File: config.mk
export PLATFORM = sky130hd
export DESIGN_NAME = axi_rd_arbiter
export DESIGN_NICKNAME = d
export VERILOG_FILES = /design/src/rtl/axi_rd_arbiter.sv
export SDC_FILE = /design/constraint.sdc
export NUM_CORES = 1
export LEC_CHECK = 0
export BUFFER_PORTS_ARGS = -buffer_cell sky130_fd_sc_hd__buf_2
export CORE_AREA = 3 3 130 132
export DETAILED_ROUTE_END_ITERATION = 8
export DIE_AREA = 0 0 133 135
export PLACE_DENSITY_LB_ADDON = 0.05
export SLEW_MARGIN = 25
export SYNTH_ARGS = -nofsm -noshare
export SYNTH_HDL_FRONTEND = slang
export SYNTH_SLANG_ARGS = --single-unit
File: constraint.sdc
create_clock -name clk_in -period 2.3 [get_ports clk_in]
set_input_delay 0.69 -clock clk_in [delete_from_list [all_inputs] [get_ports clk_in]]
set_output_delay 0.69 -clock clk_in [all_outputs]
set_load 0.03 [all_outputs]
File: src/rtl/axi_rd_arbiter.sv
// Purpose : round-robin share of one AXI4 read master (AR+R) among NREQ command requesters, one burst in flight.
// Latency : accept in cycle 0, arvalid in cycle 1, first R beat forwarded from cycle 2; next accept after the rlast handshake.
// Backpr. : AR held stable until arready; R is pass-through, so rready follows the granted requester's rsp_ready_in.
// Optional: define AXI_RD_ARB_TIMEOUT_EN to add an R-channel watchdog that ends a stalled burst with one SLVERR beat.
module axi_rd_arbiter #(
   parameter int NREQ       = 4,
   parameter int ADDRWIDTH  = 32,
   parameter int DATAWIDTH  = 32,
   parameter int TMO_CYCLES = 1024
) (
   input  logic                      clk_in,
   input  logic                      rst_n_in,
   input  logic [NREQ-1:0]           req_valid_in,
   output logic [NREQ-1:0]           req_ready_out,
   input  logic [NREQ*ADDRWIDTH-1:0] req_addr_in,
   input  logic [NREQ*8-1:0]         req_len_in,
   output logic [NREQ-1:0]           rsp_valid_out,
   input  logic [NREQ-1:0]           rsp_ready_in,
   output logic [DATAWIDTH-1:0]      rsp_data_out,
   output logic [1:0]                rsp_resp_out,
   output logic                      rsp_last_out,
   output logic [ADDRWIDTH-1:0]      m_axi_araddr_out,
   output logic [7:0]                m_axi_arlen_out,
   output logic [11:0]               m_axi_arid_out,
   output logic [1:0]                m_axi_arburst_out,
   output logic [2:0]                m_axi_arsize_out,
   output logic [3:0]                m_axi_arcache_out,
   output logic                      m_axi_arlock_out,
   output logic [2:0]                m_axi_arprot_out,
   output logic [3:0]                m_axi_arqos_out,
   output logic [3:0]                m_axi_arregion_out,
   output logic                      m_axi_arvalid_out,
   input  logic                      m_axi_arready_in,
   input  logic [DATAWIDTH-1:0]      m_axi_rdata_in,
   input  logic [11:0]               m_axi_rid_in,
   input  logic [1:0]                m_axi_rresp_in,
   input  logic                      m_axi_rlast_in,
   input  logic                      m_axi_rvalid_in,
   output logic                      m_axi_rready_out
);

   localparam int         GW     = (NREQ > 1) ? $clog2(NREQ) : 1;
   localparam logic [2:0] ARSIZE = 3'($clog2(DATAWIDTH / 8));

   localparam logic [1:0] S_IDLE = 2'd0;
   localparam logic [1:0] S_ADDR = 2'd1;
   localparam logic [1:0] S_DATA = 2'd2;

   logic [1:0]           state;
   logic [GW-1:0]        rr_ptr;
   logic [GW-1:0]        grant;
   logic [GW-1:0]        sel_idx;
   logic                 sel_vld;
   logic [NREQ-1:0]      sel_oh;
   logic [NREQ-1:0]      gnt_oh;
   logic [GW-1:0]        next_ptr;
   logic                 arvalid_q;
   logic [ADDRWIDTH-1:0] araddr_q;
   logic [7:0]           arlen_q;
   logic                 r_hs;
   logic                 burst_done;
   logic                 tmo_pend;

   // rid is ignored: only one read is ever outstanding, so every beat belongs to the grant
   logic                 rid_unused;
   assign rid_unused = ^m_axi_rid_in;

   // AR sideband that never changes
   assign m_axi_arburst_out  = 2'b01;
   assign m_axi_arsize_out   = ARSIZE;
   assign m_axi_arcache_out  = 4'b0011;
   assign m_axi_arlock_out   = 1'b0;
   assign m_axi_arprot_out   = 3'b000;
   assign m_axi_arqos_out    = 4'b0000;
   assign m_axi_arregion_out = 4'b0000;

   assign m_axi_arvalid_out = arvalid_q;
   assign m_axi_araddr_out  = araddr_q;
   assign m_axi_arlen_out   = arlen_q;
   assign m_axi_arid_out    = 12'(grant);

   assign sel_oh   = NREQ'(1) << sel_idx;
   assign gnt_oh   = NREQ'(1) << grant;
   assign next_ptr = (grant == GW'(NREQ - 1)) ? '0 : grant + 1'b1;

   // Pick the first valid requester searching cyclically upward from rr_ptr
   always_comb begin
      logic [GW-1:0] idx;
      idx     = '0;
      sel_vld = 1'b0;
      sel_idx = '0;
      for (int k = 0; k < NREQ; k++) begin
         idx = GW'((int'(rr_ptr) + k) % NREQ);
         if (!sel_vld && req_valid_in[idx]) begin
            sel_vld = 1'b1;
            sel_idx = idx;
         end
      end
   end

   // Accept pulse only while idle; also kept low while reset is asserted
   assign req_ready_out = (rst_n_in && (state == S_IDLE) && sel_vld) ? sel_oh : '0;

   // R channel steering: direct pass-through in DATA, or the synthetic error beat on watchdog expiry
   always_comb begin
      m_axi_rready_out = 1'b0;
      rsp_valid_out    = '0;
      rsp_data_out     = '0;
      rsp_resp_out     = 2'b00;
      rsp_last_out     = 1'b0;
      if (state == S_DATA) begin
         if (tmo_pend) begin
            rsp_valid_out = gnt_oh;
            rsp_resp_out  = 2'b10;
            rsp_last_out  = 1'b1;
         end else begin
            m_axi_rready_out = rsp_ready_in[grant];
            rsp_valid_out    = gnt_oh & {NREQ{m_axi_rvalid_in}};
            rsp_data_out     = m_axi_rdata_in;
            rsp_resp_out     = m_axi_rresp_in;
            rsp_last_out     = m_axi_rlast_in;
         end
      end
   end

   assign r_hs = m_axi_rvalid_in && m_axi_rready_out;

`ifdef AXI_RD_ARB_TIMEOUT_EN
   logic [15:0] tmo_cnt;

   assign tmo_pend   = (tmo_cnt == 16'(TMO_CYCLES));
   assign burst_done = (r_hs && m_axi_rlast_in) || (tmo_pend && rsp_ready_in[grant]);

   // Watchdog counts DATA cycles without an R handshake; freezes once expired
   always_ff @(posedge clk_in or negedge rst_n_in) begin
      if (!rst_n_in) begin
         tmo_cnt <= '0;
      end else if ((state == S_ADDR) && m_axi_arready_in) begin
         tmo_cnt <= '0;
      end else if (state == S_DATA) begin
         if (r_hs) begin
            tmo_cnt <= '0;
         end else if (!tmo_pend) begin
            tmo_cnt <= tmo_cnt + 16'd1;
         end
      end
   end
`else
   // Watchdog compiled out: TMO_CYCLES is never negative, so this is a constant 0
   assign tmo_pend   = (TMO_CYCLES < 0);
   assign burst_done = r_hs && m_axi_rlast_in;
`endif

   // Control FSM: grant and capture command, present AR, wait for the end of the burst
   always_ff @(posedge clk_in or negedge rst_n_in) begin
      if (!rst_n_in) begin
         state     <= S_IDLE;
         rr_ptr    <= '0;
         grant     <= '0;
         arvalid_q <= 1'b0;
         araddr_q  <= '0;
         arlen_q   <= '0;
      end else begin
         case (state)
            S_IDLE: begin
               if (sel_vld) begin
                  grant     <= sel_idx;
                  araddr_q  <= req_addr_in[sel_idx*ADDRWIDTH +: ADDRWIDTH];
                  arlen_q   <= req_len_in[sel_idx*8 +: 8];
                  arvalid_q <= 1'b1;
                  state     <= S_ADDR;
               end
            end
            S_ADDR: begin
               if (m_axi_arready_in) begin
                  arvalid_q <= 1'b0;
                  state     <= S_DATA;
               end
            end
            S_DATA: begin
               if (burst_done) begin
                  rr_ptr <= next_ptr;
                  state  <= S_IDLE;
               end
            end
            default: begin
               arvalid_q <= 1'b0;
               state     <= S_IDLE;
            end
         endcase
      end
   end

endmodule

Word-level counts from Yosys, hierarchy flattened
Cells that the tools add are included.
{"block": "totals", "in_bits": 219, "register_bits": 47, "word_cells": 74, "output_inout_bits": 118}
{"block": "op_classes", "bitwise": 2, "n_addsub": 4, "n_reduce_logical": 15, "eq_ne": 6, "muxes": 32, "shift": 4, "order_cmp": 5}
{"op": "$shiftx 128x8->32", "n": 1}
{"op": "$mux 32", "n": 1}
{"op": "$shiftx 32x6->8", "n": 1}
{"op": "$mux 2", "n": 9}
{"op": "$lt 2x3->1 const B", "n": 5}
{"op": "$mux 1", "n": 13}
{"op": "$bmux 1 s2", "n": 5}
{"op": "$mux 4", "n": 2}
{"op": "$shl 1x2->4 const A", "n": 2}
{"op": "$logic_and 1x1->1", "n": 7}
{"op": "$ne 2x2->1 const B", "n": 3}
{"op": "$pmux 2 s3", "n": 1}
{"op": "$reduce_and 3->1", "n": 2}
{"op": "$add 2x1->2 const B", "n": 2}
{"op": "$add 2x2->2 const B", "n": 2}
{"op": "$and 4x4->4", "n": 1}
{"op": "$eq 2x2->1 const B", "n": 2}
{"op": "$reduce_and 2->1", "n": 2}
{"op": "$logic_not 1->1", "n": 3}
{"op": "$pmux 1 s3", "n": 1}
{"op": "$eq 2x1->1 const B", "n": 1}
{"op": "$logic_not 2->1", "n": 1}
{"op": "$not 1->1", "n": 1}

Depth between registers and ports, before layout
Gate-level depths: netlist of run 1.
{"block": "depth", "depth_word": 14, "mapped_depth": 7, "mapped_depth_nobuf": 5}

Worst setup path after synthesis of run 1
Ideal clock, no wire load.
{"block": "synth_timing", "kind": "input to output", "from": "input port req_valid_in[2]", "to": "output port req_ready_out[2]", "path_buffers": 2, "slack_ps": -151, "stages": 5, "t_required_ps": 1610, "arrival_ps": 1761, "cell_sequence": "nor4_2 -> nor3_2 -> buf_4 -> clkbuf_1 -> and3_1"}
{"block": "synth_between", "elab_chain_cells": 14, "elab_cells_between_ends": 25, "cone_classes": "1 x shift; 17 x mux; 7 x reduce/logical"}
{"item": "from (decl)", "line": "13", "rtl": "input logic [NREQ-1:0] req_valid_in,"}
{"item": "$bmux 1 s2", "line": "94", "rtl": "if (!sel_vld && req_valid_in[idx]) begin"}
{"item": "$mux 1 (implied by the code)", "line": "94"}
{"item": "$mux 1", "line": "94"}
{"item": "$logic_not 1->1", "line": "94"}
{"item": "$logic_and 1x1->1", "line": "94"}
{"item": "$mux 1", "line": "94"}
{"item": "$logic_not 1->1", "line": "94"}
{"item": "$logic_and 1x1->1", "line": "94"}
{"item": "$mux 1", "line": "94"}
{"item": "$logic_not 1->1", "line": "94"}
{"item": "$logic_and 1x1->1", "line": "94"}
{"item": "$mux 2 / $mux 1 (equally long branches)", "line": "94"}
{"item": "$shl 1x2->4 / $logic_and 1x1->1 (equally long branches)", "line": "82, 102"}
{"item": "$mux 4 (*)", "line": "102", "rtl": "assign req_ready_out = (rst_n_in && (state == S_IDLE) && sel_vld) ? sel_oh : '0;"}
{"item": "to (decl)", "line": "14", "rtl": "output logic [NREQ-1:0] req_ready_out,"}
Mark *: on every way between the ends. The rest lies on a longest branch, timed or not. The select of a mux whose other input is x is not followed.

Worst setup path in the final report of run 1
{"block": "layout_timing", "from": "input port rsp_ready_in[3]", "to": "output port m_axi_rready_out"}
{"block": "layout_between", "elab_chain_cells": 3}
{"item": "from (decl)", "line": "18", "rtl": "input logic [NREQ-1:0] rsp_ready_in,"}
{"item": "$bmux 1 s2", "line": "117", "rtl": "m_axi_rready_out = rsp_ready_in[grant];"}
{"item": "$mux 1 (implied by the code)", "line": "117"}
{"item": "$mux 1", "line": "111", "rtl": "if (state == S_DATA) begin"}
{"item": "to (decl)", "line": "39", "rtl": "output logic m_axi_rready_out"}
No other way between the ends. The select of a mux whose other input is x is not followed.

==> results.yml, run 1 <==
outcome:
  status: "completed"
setup_path:
  rrSetupSlack_ns: 0.45
  cp.required_ns: 1.61
  crit_type: "in2out"
  end_kind: "output pin"
  cp_max_fo: 2
  cp-start-kind: "input port"
  critPathArrivalTime_ns: 1.58
global_routing:
  grt_max_degree: 46
  grt_pass1_wl_um: 22700
  grt_pass1_vias: 4262
  antenna_found_initial: 0
  grt_usage_pct: 15.9
  grt-ovfl-total: 0
synthesis:
  netlist.area_leader.share_pct: 30.4
  yosys.area.top_type: "dfrtp_1"
  avgSynthCellArea_um2: 9.31
  yosys_warnings: 0
  netlist_instances: 415
  netlist_top_cells_area: "dfrtp_1 30%, a221oi_2 14%, mux2i_1 10%, buf_4 6.8%, o22ai_1 6.5%"
  yosysSeqAreaShare_pct: 30.4
  ys_ff_latch: 47
  netlist_area_mm2: 0.00386
  synth_cell_types: 39
  synth_edf_count: 0
  synthArstFlopShare_pct: 100
  synthFlopType: "dfrtp_1"
clocking:
  clock_sinks: 47
  cts-htree-levels: 2
  clock_latency_ns: 0.30
  cts_tree: "done"
  numCtsBuffers: 5
  cts_buffer_depth: 2
  path_clk_slew_ns: 0.06
  cts.hold.buffers_added: 0
  clock-root-buffer: "clkbuf_16"
placement:
  io_buffers: 293
  dpl.cell_count: 917
  placed_area_mm2: 0.00560
  dpl.hpwl_um: 11800
  routabilityCongestion: 0.726
floorplanning:
  die-width_um: 133
  pin_count: 337
  initial_core_util_pct: 24.4
  die_area_mm2: 0.0180
  core-area_mm2: 0.0158
  rows: 46
  fp.dieH_um: 135
power:
  ir_worst_vdd_mv: 0.536
  leakagePower_nw: 3.04
  power.density_mw_per_mm2: 1270
routing:
  wl_per_cell_um: 16.3
  antenna_left: 0
  wirelength_um: 15200
  first_pass_iters: 4
  num_vias: 4210
  drt-initial-drc-count: 117
  drc: 0
  viasPerCell: 4.52
sta:
  slew_headroom_pct: 48.4
  rsz0062_at_grt: "true"
  max_slew.worst_pin.slew_ns: 0.769
  setup-violations-final: 0
  finalHoldViolations: 0
  timing.hold.ws_ns: 0.216
  max_freq_ghz: 0.440
  min_period_over_period_pct: 98.9
  min_period_ns: 2.27
  slew_viol_final: 0
  finClkSkew_ns: 0.00610
finish:
  fin_nets: 938
  area_growth_pct: 52.8
  n_antenna_cell: 0
  drive_gt1_share_pct: 55.4
  final_cells: 932
  fin_area_mm2: 0.00590
worst_hold_path:
  holdCritPathClass: "in2async"
job:
  cap_violations: 0
synthesized netlist by cell type, drive strengths merged, types with 2 or more instances:
cell    number
nand2b       3
nor2b        3
and3         9
conb         2
and2        36
a21oi        3
ha           4
dfrtp       47
inv          5
buf         51
a211oi       2
o21ai       45
a221oi      40
mux2i       40
nand2        8
nor2        47
o22ai       41
o31ai        2
clkbuf      14
state kept, by name, summed over array words and instances, names as in the netlist:
register and count:
m_axi_arlen_out 8, m_axi_araddr_out 32, m_axi_arvalid_out 1, grant 2, state 2, rr_ptr 2
routing by layer:
metal	wire (µm)	up-vias	global-route usage, %	share of wire, %
met5	0	-	0	0
met4	133	0	3.00	0.88
met3	1360	10	5.77	8.9
met2	7850	196	29.5	52
met1	5850	1919	17.7	39
li1	-	2085	-	-
metrics by stage:
step	power (W)	setup WS, ns	util, %	setup TNS (ns)
6_report	0.00749	0.0257	37.3	0
5_1_grt	0.00805	-0.0243	37.3	-0.0433
4_1_cts	0.00756	0.00167	37.0	0
3_5_place_dp	0.00657	-0.124	35.4	-1.08
3_3_place_gp	0.00652	-0.127	35.4	-0.548
2_1_floorplan	0.00506	0.00448	-	0
final cells by class:
| type | instances | area [µm²] |
|---|---|---|
| fillers | 1656 | 9920 |
| multi-input cells | 327 | 2410 |
| repair buffers | 329 | 1840 |
| flip-flops and latches | 47 | 1180 |
| well taps | 216 | 270 |
| clock buffers | 6 | 139 |
| clock inverters | 2 | 35.0 |
| inverters | 5 | 18.8 |
timing repair:
| action | in CTS | in global routing |
|---|---|---|
| resized for setup | 19 | 8 |
| pin swaps | 4 | 4 |
| setup endpoints to repair | 5 | 7 |
| setup buffers | 4 | 3 |
worst max-delay path, cell delays in order:
cell and delay, ns:
buf_2 0.09, mux4_2 0.47, and2_4 0.17, buf_4 0.16
path summary, 6_finish.rpt:
check | startpoint | endpoint | cells past startpoint
worst max-delay path | rsp_ready_in[3] | m_axi_rready_out | 4
max in group asynchronous | rst_n_in | state[1]$_DFFE_PN0P_ | 2
min in group clk_in | m_axi_arvalid_out$_DFFE_PN0P_ | m_axi_arvalid_out$_DFFE_PN0P_ | 2
worst max register to register | rr_ptr[0]$_DFFE_PN0P_ | m_axi_araddr_out[17]$_DFFE_PN0P_ | 5
worst min register to register | m_axi_arvalid_out$_DFFE_PN0P_ | m_axi_arvalid_out$_DFFE_PN0P_ | 2
worst min-delay path | rst_n_in | m_axi_arlen_out[7]$_DFFE_PN0P_ | 1
logic make-up (layout without fill, tap and decap cells):
group	Yosys count	in the layout	synth area share, %
AO/OA/AOI/OAI	138	138	29.8
other	2	31	0.194
multiplexers	42	42	11.2
AND/OR/NAND/NOR	112	112	15.0
adder cells (fa/ha/maj)	4	4	1.30
flip-flops	47	47	30.4
buffers and inverters	70	342	12.0
where the power goes:
part	switching (W)	internal (W)	leakage, nW
sequential	0.000325	0.00125	0.517
combinational	0.00311	0.00193	2.44
clock	0.000336	0.000541	0.0868
total	0.00377	0.00373	3.04
layout by cell type (no fill, tap or decap), types with 2 or more instances in the layout:
cell       instances
buf_2            284
nor2_2             2
and2_1            35
o21ai_0           44
dfrtp_2            4
clkbuf_16          5
and3_4             5
a21oi_1            3
mux2i_1           40
buf_4             34
o22ai_1           40
buf_6              6
nor2_1            45
buf_12             5
nand2_1            8
ha_1               4
a211oi_1           2
inv_1              5
a221oi_1           4
a221oi_2          36
conb_1            31
nand2b_1           2
and3_1             4
dfrtp_1           43
nor2b_1            2
(Power assumes the default switching activity.)
==> run 2, diff against run 1 <==
--- a/constraint.sdc
+++ b/constraint.sdc
@@ -3,2 +3,2 @@
 set_output_delay 0.69 -clock clk_in [all_outputs]
-set_load 0.03 [all_outputs]
+set_load 0.02 [all_outputs]
==> results.yml, run 2 (synthesis results as in run 1) <==
outcome:
  status: "completed"
clocking:
  clock-root-buffer: "clkbuf_16"
  clock_sinks: 47
  cts_buffer_depth: 2
  cts.hold.buffers_added: 0
  cts-htree-levels: 2
  clock_latency_ns: 0.29
  path_clk_slew_ns: 0.06
  cts_tree: "done"
  numCtsBuffers: 5
finish:
  final_cells: 930
  final_common_cell: "buf_2"
  fillers: 1668
  area_growth_pct: 51.7
  fin_nets: 937
  largest_register_ffs: 32
  final_cell_mix: "286 x buf_2, 45 x nor2_1, 44 x o21ai_0"
  drive_gt1_share_pct: 55.4
routing:
  num_vias: 4252
  drt-initial-drc-count: 96
  wirelength_um: 15500
  drc: 0
  antenna_left: 0
  viasPerCell: 4.57
  wl_per_cell_um: 16.6
  first_pass_iters: 6
global_routing:
  grt_pass1_vias: 4250
  grt_pass1_wl_um: 23000
  grt-ovfl-total: 0
  grt_max_degree: 47
  antenna_found_initial: 1
  grt_usage_pct: 16.2
floorplanning:
  die_area_mm2: 0.0180
  rows: 46
  initial_core_util_pct: 24.4
  die-width_um: 133
  pin_count: 337
  fp.dieH_um: 135
  core-area_mm2: 0.0158
sta:
  slew_viol_final: 0
  min_period_over_period_pct: 98.4
  finalHoldViolations: 0
  timing.hold.ws_ns: 0.463
  slew_headroom_pct: 62.0
  rsz0062_at_grt: "true"
  min_period_ns: 2.26
  max_slew.worst_pin.slew_ns: 0.570
  max_freq_ghz: 0.442
  setup_ws_ns: 0.0376
  setup-violations-final: 0
  finClkSkew_ns: 0.00476
placement:
  dpl.cell_count: 916
  routabilityCongestion: 0.798
  io_buffers: 293
  place_ws_ns: -0.113
  dpl.hpwl_um: 12200
worst_hold_path:
  holdCritPathClass: "in2async"
setup_path:
  timing.critical_path.from: "rsp_ready_in[3]"
  crit_type: "in2out"
  cp-start-kind: "input port"
  rrSetupSlack_ns: 0.46
  critPathArrivalTime_ns: 1.57
  end_kind: "output pin"
  cp_max_fo: 2
  cp.required_ns: 1.61
  r2r_start: "rr_ptr[0]$_DFFE_PN0P_"
job:
  cap_violations: 0
power:
  leakagePower_nw: 3.01
  ir_worst_vdd_mv: 0.362
  power.density_mw_per_mm2: 1180
-- run 2: what timing repair did --
action | 4_1_cts | 5_1_grt
pin swaps | 4 | 6
setup buffers | 3 | 4
gates cloned | 0 | 0
gates resized for setup | 15 | 12
endpoints found under the setup margin | 4 | 43
-- run 2: final timing paths --
| check | end | cells past startpoint |
|---|---|---|
| hold reg to reg | m_axi_arvalid_out$_DFFE_PN0P_ | 2 |
| setup reg to reg | m_axi_araddr_out[1]$_DFFE_PN0P_ | 6 |
| max in group asynchronous | rr_ptr[1]$_DFFE_PN0P_ | 2 |
| hold / removal | m_axi_arlen_out[3]$_DFFE_PN0P_ | 2 |
| setup / recovery | m_axi_rready_out | 4 |
| min in group clk_in | m_axi_arvalid_out$_DFFE_PN0P_ | 2 |
-- run 2: through the flow --
| stage | cell area (µm²) | util [%] | power, W | TNS (ns) |
|---|---|---|---|---|
| after floorplan | 4000 | - | 0.00466 | 0 |
| final | 5860 | 37.0 | 0.00689 | 0 |
| after global routing | 5860 | 37.0 | 0.00747 | -0.0175 |
| after CTS | 5790 | 36.6 | 0.00696 | 0 |
| after global placement | 5590 | 35.3 | 0.00610 | -0.294 |
| after detailed placement | 5590 | 35.3 | 0.00615 | -0.394 |
-- run 2: power breakdown --
part / switching, W / leakage [nW] / internal [W]
logic: 0.00269 / 2.43 / 0.00191
registers: 0.000336 / 0.517 / 0.00125
clock network: 0.000311 / 0.0628 / 0.000392
total: 0.00334 / 3.01 / 0.00355
-- run 2: worst max-delay path, cell delays in order --
cell and delay, ns:
buf_2 0.09, mux4_2 0.49, and2_4 0.15, buf_4 0.15
-- run 2: final cells by class --
type                            count  area, µm²  share of cell area [%]
Multi-Input combinational cell    327       2420                    41.3
Timing Repair Buffer              328       1840                    31.4
Sequential cell                    47       1180                    20.2
Tap cell                          216        270                    4.61
Clock buffer                        6        129                    2.20
Inverter                            5       18.8                   0.320
Antenna cell                        1       2.50                  0.0427
-- run 2: layer usage --
| metal | part of all wire, % | GRT usage (%) | vias up |
|---|---|---|---|
| met2 | 53 | 30.3 | 184 |
| met3 | 7.0 | 4.21 | 11 |
| met1 | 39 | 18.5 | 1974 |
| li1 | - | - | 2083 |
| met4 | 1.1 | 3.70 | 0 |
| met5 | 0 | 0 | - |
